### src/rtl/sevenseg_capture.sv
// sevenseg_capture: receive-side monitor for a multiplexed 4-digit
// seven-segment bus. It synchronises seg/an, waits for each digit's dwell
// to settle, decodes the segment pattern back to a BCD nibble and publishes
// the reconstructed {d3,d2,d1,d0} value once all four digits are captured.
//
// Optional build macro: SEVENSEG_CAPTURE_ERR_EN
//   defined   : unrecognised patterns set the sticky decode_err flag and the
//               frame containing them is dropped at mask completion.
//   undefined : decode_err is tied low and nibble E is published normally.
//
// Output handshake: value_valid is a single-cycle strobe with no
// backpressure; value changes only in a strobe cycle and holds until the
// next one. frame_cnt changes in the same cycle as the strobe.

module sevenseg_capture #(
    parameter int SEG_ACTIVE_LOW = 1,
    parameter int AN_ACTIVE_LOW  = 1,
    parameter int BIT_REVERSE    = 1,
    parameter int SETTLE_CYCLES  = 64
) (
    input  logic        clk,
    input  logic        rst_n,
    input  logic [6:0]  seg,
    input  logic [3:0]  an,
    output logic [15:0] value,
    output logic        value_valid,
    output logic [7:0]  frame_cnt,
    output logic        decode_err,
    output logic [1:0]  dbg_state
);

    typedef enum logic [1:0] {
        S_IDLE   = 2'd0,
        S_SETTLE = 2'd1,
        S_HOLD   = 2'd2
    } state_t;

    // Raw levels meaning "nothing lit", so the synchronisers come out of
    // reset looking like a dark display rather than all segments/anodes on.
    localparam logic [6:0]  SEG_IDLE_RAW  = (SEG_ACTIVE_LOW != 0) ? 7'h7F : 7'h00;
    localparam logic [3:0]  AN_IDLE_RAW   = (AN_ACTIVE_LOW  != 0) ? 4'hF  : 4'h0;
    localparam logic [15:0] SETTLE_TARGET = 16'(SETTLE_CYCLES);

    // ------------------------------------------------------------------
    // Input synchronisers
    // ------------------------------------------------------------------
    logic [6:0] seg_s1_q, seg_s2_q;
    logic [3:0] an_s1_q, an_s2_q;

    // Two-flop synchronisers for the asynchronous segment and anode lines.
    always_ff @(posedge clk or negedge rst_n) begin
        if (!rst_n) begin
            seg_s1_q <= SEG_IDLE_RAW;
            seg_s2_q <= SEG_IDLE_RAW;
            an_s1_q  <= AN_IDLE_RAW;
            an_s2_q  <= AN_IDLE_RAW;
        end else begin
            seg_s1_q <= seg;
            seg_s2_q <= seg_s1_q;
            an_s1_q  <= an;
            an_s2_q  <= an_s1_q;
        end
    end

    // ------------------------------------------------------------------
    // Polarity and bit-order normalisation
    // ------------------------------------------------------------------
    logic [6:0] seg_pol;
    logic [6:0] seg_canon;   // bit 6 = a ... bit 0 = g
    logic [3:0] an_act;      // 1 = anode active

    // Fold the configured polarities away and put segments in {a..g} order.
    always_comb begin
        seg_pol   = (SEG_ACTIVE_LOW != 0) ? ~seg_s2_q : seg_s2_q;
        an_act    = (AN_ACTIVE_LOW  != 0) ? ~an_s2_q  : an_s2_q;
        seg_canon = 7'b0;
        for (int i = 0; i < 7; i++) begin
            seg_canon[i] = (BIT_REVERSE != 0) ? seg_pol[6 - i] : seg_pol[i];
        end
    end

    // ------------------------------------------------------------------
    // Anode decode: exactly one active anode is a valid digit select
    // ------------------------------------------------------------------
    logic       an_valid;
    logic [1:0] an_idx;

    // One-hot check and index extraction for the active anode.
    always_comb begin
        an_valid = 1'b0;
        an_idx   = 2'd0;
        case (an_act)
            4'b0001: begin an_valid = 1'b1; an_idx = 2'd0; end
            4'b0010: begin an_valid = 1'b1; an_idx = 2'd1; end
            4'b0100: begin an_valid = 1'b1; an_idx = 2'd2; end
            4'b1000: begin an_valid = 1'b1; an_idx = 2'd3; end
            default: begin an_valid = 1'b0; an_idx = 2'd0; end
        endcase
    end

    // ------------------------------------------------------------------
    // Reverse segment LUT
    // ------------------------------------------------------------------
    logic [3:0] nib;
    logic       code_err;

    // Map a canonical segment pattern back to its nibble; unknown -> E.
    always_comb begin
        code_err = 1'b0;
        nib      = 4'hE;
        case (seg_canon)
            7'b1111110: nib = 4'h0;
            7'b0110000: nib = 4'h1;
            7'b1101101: nib = 4'h2;
            7'b1111001: nib = 4'h3;
            7'b0110011: nib = 4'h4;
            7'b1011011: nib = 4'h5;
            7'b1011111: nib = 4'h6;
            7'b1110000: nib = 4'h7;
            7'b1111111: nib = 4'h8;
            7'b1111011: nib = 4'h9;
            7'b0000000: nib = 4'hF;
            default: begin
                nib      = 4'hE;
                code_err = 1'b1;
            end
        endcase
    end

    // ------------------------------------------------------------------
    // Dwell tracking FSM
    // ------------------------------------------------------------------
    state_t      state_q, state_d;
    logic [15:0] cnt_q, cnt_d;
    logic [3:0]  an_prev_q;
    logic [6:0]  seg_prev_q;
    logic        stable;
    logic        an_changed;
    logic        capture;

    assign an_changed = (an_act != an_prev_q);
    assign stable     = !an_changed && (seg_canon == seg_prev_q);
    assign dbg_state  = state_q;

    // State, settle counter and previous-cycle view of the normalised bus.
    always_ff @(posedge clk or negedge rst_n) begin
        if (!rst_n) begin
            state_q    <= S_IDLE;
            cnt_q      <= 16'd0;
            an_prev_q  <= 4'd0;
            seg_prev_q <= 7'd0;
        end else begin
            state_q    <= state_d;
            cnt_q      <= cnt_d;
            an_prev_q  <= an_act;
            seg_prev_q <= seg_canon;
        end
    end

    // Next-state logic. Stability includes the anode, so an anode change on
    // the cycle the count would complete reloads instead of capturing.
    always_comb begin
        state_d = state_q;
        cnt_d   = cnt_q;
        capture = 1'b0;
        case (state_q)
            S_IDLE: begin
                if (an_valid) begin
                    state_d = S_SETTLE;
                    cnt_d   = 16'd1;
                end
            end
            S_SETTLE: begin
                if (!an_valid) begin
                    state_d = S_IDLE;
                end else if (!stable) begin
                    cnt_d = 16'd1;
                end else if (cnt_q == SETTLE_TARGET - 16'd1) begin
                    cnt_d   = SETTLE_TARGET;
                    capture = 1'b1;
                    state_d = S_HOLD;
                end else begin
                    cnt_d = cnt_q + 16'd1;
                end
            end
            S_HOLD: begin
                // One capture per dwell: only an anode change leaves HOLD.
                if (an_changed) begin
                    if (an_valid) begin
                        state_d = S_SETTLE;
                        cnt_d   = 16'd1;
                    end else begin
                        state_d = S_IDLE;
                    end
                end
            end
            default: begin
                state_d = S_IDLE;
            end
        endcase
    end

    // ------------------------------------------------------------------
    // Digit registers, capture mask and frame publish
    // ------------------------------------------------------------------
    logic [15:0] digits_q, digits_d;
    logic [3:0]  mask_q, mask_d;
    logic [3:0]  cap_bit;
    logic        publish;
    logic        pub_ok;
    logic [15:0] value_q, value_d;
    logic        valid_q, valid_d;
    logic [7:0]  fcnt_q, fcnt_d;

    assign cap_bit = capture ? (4'b0001 << an_idx) : 4'b0000;
    assign publish = (mask_q == 4'hF);

    // Digit overwrite, mask accumulation and publish of a completed frame.
    // A capture landing in the publish cycle starts the next frame's mask.
    always_comb begin
        digits_d = digits_q;
        for (int i = 0; i < 4; i++) begin
            if (cap_bit[i]) begin
                digits_d[4*i +: 4] = nib;
            end
        end
        mask_d  = publish ? cap_bit : (mask_q | cap_bit);
        value_d = pub_ok ? digits_q : value_q;
        valid_d = pub_ok;
        fcnt_d  = pub_ok ? fcnt_q + 8'd1 : fcnt_q;
    end

    // Frame datapath registers.
    always_ff @(posedge clk or negedge rst_n) begin
        if (!rst_n) begin
            digits_q <= 16'hFFFF;
            mask_q   <= 4'd0;
            value_q  <= 16'hFFFF;
            valid_q  <= 1'b0;
            fcnt_q   <= 8'd0;
        end else begin
            digits_q <= digits_d;
            mask_q   <= mask_d;
            value_q  <= value_d;
            valid_q  <= valid_d;
            fcnt_q   <= fcnt_d;
        end
    end

`ifdef SEVENSEG_CAPTURE_ERR_EN
    logic err_q, err_d;
    logic bad_q, bad_d;
    logic cap_err;

    assign cap_err = capture && code_err;

    // Sticky error flag and per-frame bad marker, cleared at mask completion.
    always_comb begin
        err_d  = err_q | cap_err;
        bad_d  = publish ? cap_err : (bad_q | cap_err);
        pub_ok = publish && !bad_q;
    end

    // Error state registers.
    always_ff @(posedge clk or negedge rst_n) begin
        if (!rst_n) begin
            err_q <= 1'b0;
            bad_q <= 1'b0;
        end else begin
            err_q <= err_d;
            bad_q <= bad_d;
        end
    end

    assign decode_err = err_q;
`else
    logic code_err_unused;

    assign code_err_unused = code_err;
    assign pub_ok          = publish;
    assign decode_err      = 1'b0;
`endif

    assign value       = value_q;
    assign value_valid = valid_q;
    assign frame_cnt   = fcnt_q;

endmodule
### config.mk
export PLATFORM = sky130hd
export DESIGN_NAME = sevenseg_capture
export DESIGN_NICKNAME = d
export VERILOG_FILES = /design/src/rtl/sevenseg_capture.sv
export SDC_FILE = /design/constraint.sdc
export NUM_CORES = 1
export LEC_CHECK = 0
export ABC_CLOCK_PERIOD_IN_PS = 4300
export BUFFER_PORTS_ARGS = -buffer_cell sky130_fd_sc_hd__buf_2
export CAP_MARGIN = 10
export CORE_MARGIN = 8
export CORE_UTILIZATION = 55
export CTS_CLUSTER_SIZE = 14
export DETAILED_ROUTE_END_ITERATION = 10
export GPL_ROUTABILITY_DRIVEN = 0
export PLACE_DENSITY = 0.75
export SLEW_MARGIN = 5
export SYNTH_ARGS = -nofsm -noshare
export SYNTH_HDL_FRONTEND = slang
export SYNTH_SLANG_ARGS = --single-unit
### constraint.sdc
create_clock -name clk -period 4.3 [get_ports clk]
set_clock_uncertainty 0.2 [all_clocks]
set_input_delay 0.215 -clock clk [delete_from_list [all_inputs] [get_ports clk]]
set_output_delay 0.215 -clock clk [all_outputs]
set_load 0.05 [all_outputs]
==> flow_metrics.py <==
metrics = {
    "routing": {
        "drt-pass1-iter-count": 4,
        "vias": 2893,
        "routed_wl_um": 7820,
        "ant_nets": 0,
        "drc_errors": 0,
        "avgViaCountPerCell": 5.50,
        "initialDrtViolationCount": 189,
        "routedWlPerCell_um": 14.9,
    },
    "run_status": {
        "outcome": "finished clean",
    },
    "logic_synthesis": {
        "ys.flop_type": "dfstp_2",
        "syn_area_um2": 4190,
        "async_flop_share": 1.00,
        "ys_seq_elements": 96,
        "synth_edf_count": 0,
        "ys_warn_count": 0,
        "yosysSeqAreaShare": 0.590,
        "synth_cell_type_count": 52,
        "syn_inst": 370,
        "syn_avg_cell_area_um2": 11.3,
        "synthesis.nets": 385,
    },
    "place": {
        "dp_hpwl_um": 5410,
        "placed_cell_area_um2": 4450,
        "port_buffers": 39,
    },
    "min_path": {
        "hold_path.class": "reg2reg",
    },
    "critical_path": {
        "cp_top_family": "simple AND/OR/NAND/NOR gates",
        "worstSetupPathType": "reg2reg",
        "crit_top_cell": "or4_1",
        "cpPeakStageDelay_ps": 560,
        "required_ps": 4390,
        "path_max_fanout": 7,
        "cp-end-kind": "flop",
        "rrSetupSlack_ps": 1280,
        "critPathBufInv": 0,
        "worst_setup_path_start_kind": "flop",
        "critical_path_arrival_ps": 3110,
        "crit_path_top_delay_cell": "or4_4",
        "path_cells": "or4_1 -> or4_1 -> or4_4 -> nor3b_4 -> mux2_2",
    },
    "global_routing": {
        "grt_usage": 0.162,
        "antenna_found_initial": 0,
        "grt_max_degree": 73,
        "grt_pass1_wl_um": 13300,
        "grt_pass1_vias": 2917,
        "grt_remaining_overflow": 0,
    },
    "clock_tree": {
        "clock_latency_ps": 360,
        "clock_path_buffers": 2,
        "cts_tree": "yes",
        "path_clk_slew_ps": 90,
        "cts_root_buf": "clkbuf_8",
        "htreeDepth": 3,
        "cts_made_buffers": 9,
        "cts.sinks": 96,
    },
    "final_layout": {
        "finalInstanceArea_um2": 4800,
        "syn_to_final_growth_pct": 14.7,
        "num_antenna_cells": 0,
        "nNetsFinal": 434,
        "drive_gt1_frac": 0.340,
        "fillers": 592,
        "utilization": 0.634,
    },
    "timing": {
        "final_hold_viol_count": 0,
        "relSlewSlack": 0.338,
        "whs_ps": 159,
        "min_period_over_period": 0.703,
        "fmax_mhz": 331,
        "rsz0062_at_grt": "false",
        "setup_viol": 0,
        "fin_setup_tns_ps": 0,
        "slew_viol_final": 0,
        "tightest_slew_ps": 992,
        "fin_crit_ps": 3020,
    },
    "floorplan": {
        "die_y_um": 103,
        "design.core.area_um2": 7570,
        "io_pins": 41,
        "rows": 32,
        "die-area_um2": 10700,
        "die_x_um": 103,
        "start_util": 0.553,
    },
    "power_and_ir_drop": {
        "leakage_uw": 0.00218,
        "finalPower_uw": 1690,
        "power_density_nw_per_um2": 353,
        "vdd_drop_max_mv": 0.275,
    },
    "job": {
        "cap_violations": 0,
    },
}
per-stage QoR:
step	setup WS (ps)	std cells
after floorplan	1450	370
after global placement	1350	498
after detailed placement	1310	498
after CTS	1290	526
after global routing	1170	526
final	1280	526
worst register-to-register path, cell delays in order (launching register included):
cell and delay, ps:
dfrtp_1 450, or4_1 520, or4_1 530, or4_4 560, nor3b_4 320, mux2_2 380
worst paths after layout:
path,start,to,cells past startpoint
max in group asynchronous,rst_n,value[4]$_DFFE_PN1P_,3
worst min-delay path,an_s1_q[0]$_DFF_PN1_,an_s2_q[0]$_DFF_PN1_,0
worst max register to register,cnt_q[7]$_DFFE_PN0P_,digits_q[5]$_DFFE_PN1P_,5
min in group asynchronous,rst_n,cnt_q[3]$_DFFE_PN0P_,2
worst min register to register,an_s1_q[0]$_DFF_PN1_,an_s2_q[0]$_DFF_PN1_,0
worst max-delay path,cnt_q[7]$_DFFE_PN0P_,digits_q[5]$_DFFE_PN1P_,5
flip-flops by register name, indices dropped and copies added, names as in the netlist:
register     cells
an_prev_q        4
cnt_q           16
seg_prev_q       7
seg_s1_q         7
value           16
mask_q           4
dbg_state        2
value_valid      1
digits_q        16
an_s1_q          4
frame_cnt        8
seg_s2_q         7
an_s2_q          4
power by group:
part	switching [uW]	internal (uW)	total [uW]	leakage (uW)
Sequential	18.9	931	950	0.00112
Combinational	56.8	33.7	90.5	0.000953
Clock	321	333	654	0.000106
logic make-up after synthesis:
| family | synth area share |
|---|---|
| AO/OA/AOI/OAI | 0.0768 |
| XOR/XNOR | 0.0544 |
| adder cells (fa/ha/maj) | 0.00598 |
| buffers and inverters | 0.0359 |
| flip-flops | 0.590 |
| multiplexers | 0.0430 |
| other | 0.000896 |
| AND/OR/NAND/NOR | 0.193 |
layout make-up:
| cell class | instances | area, um^2 | share of cell area |
|---|---|---|---|
| Clock buffer | 9 | 124 | 0.0258 |
| Clock inverter | 7 | 101 | 0.0211 |
| Inverter | 17 | 63.8 | 0.0133 |
| Multi-Input combinational cell | 240 | 1570 | 0.326 |
| Sequential cell | 96 | 2470 | 0.515 |
| Tap cell | 102 | 128 | 0.0266 |
| Timing Repair Buffer | 55 | 348 | 0.0725 |
cell usage in the layout, fill, tap and decap left out, types with 3 or more instances in the layout:
master          n
nor4_1          3
a211oi_1        4
nand2_1        68
dfrtp_1        42
nand3b_1        3
o21ai_0         6
nor3_1          6
a21oi_1        13
or4_1           8
nor2_1         10
nand4_1        11
xnor2_1        17
inv_1          17
or4b_2          3
buf_2          38
a21o_1          6
and4_1          3
dlygate4sd3_1  12
nand3_1        12
o31ai_1         6
buf_4           5
dfstp_2        54
mux2_2         16
clkbuf_8        9
xor2_1          9
what timing repair did:
| action | CTS | global route |
|---|---|---|
| setup buffers | 0 | 0 |
| endpoints found under the hold margin | 43 | 0 |
| setup endpoints to repair | 0 | 0 |
| hold buffers | 12 | 0 |
| resized for setup | 0 | 0 |
synth_stat cells (all sizes together), types with 3 or more instances:
cell type  instances  area, um^2
clkbuf            14        62.6
or4               10        80.1
a21o               7        53.8
and4               4        36.3
buf                3        23.8
nand3             12        60.1
nor3               8        62.6
o31ai              6        45.0
nor4               3        18.8
a21oi             13        65.1
mux2              16         180
and4b              3        31.3
nand4             11        68.8
xnor2             17         149
nor2              10        37.5
dfrtp             42        1050
a211oi             4        30.0
xor2               9        78.8
inv               17        63.8
nand3b             3        22.5
nand2             68         255
or4b               3        30.0
nor4b              3        32.5
dfstp             54        1420
o21ai              6        30.0
routing by layer:
layer / GRT usage / part of all wire / vias to the layer above
met5: 0 / 0 / -
met4: 0.0645 / 0.021 / 0
met3: 0.0428 / 0.046 / 17
met2: 0.267 / 0.49 / 71
met1: 0.199 / 0.44 / 1413
li1: - / - / 1392
No activity file was read; power rests on OpenSTA's default activity.
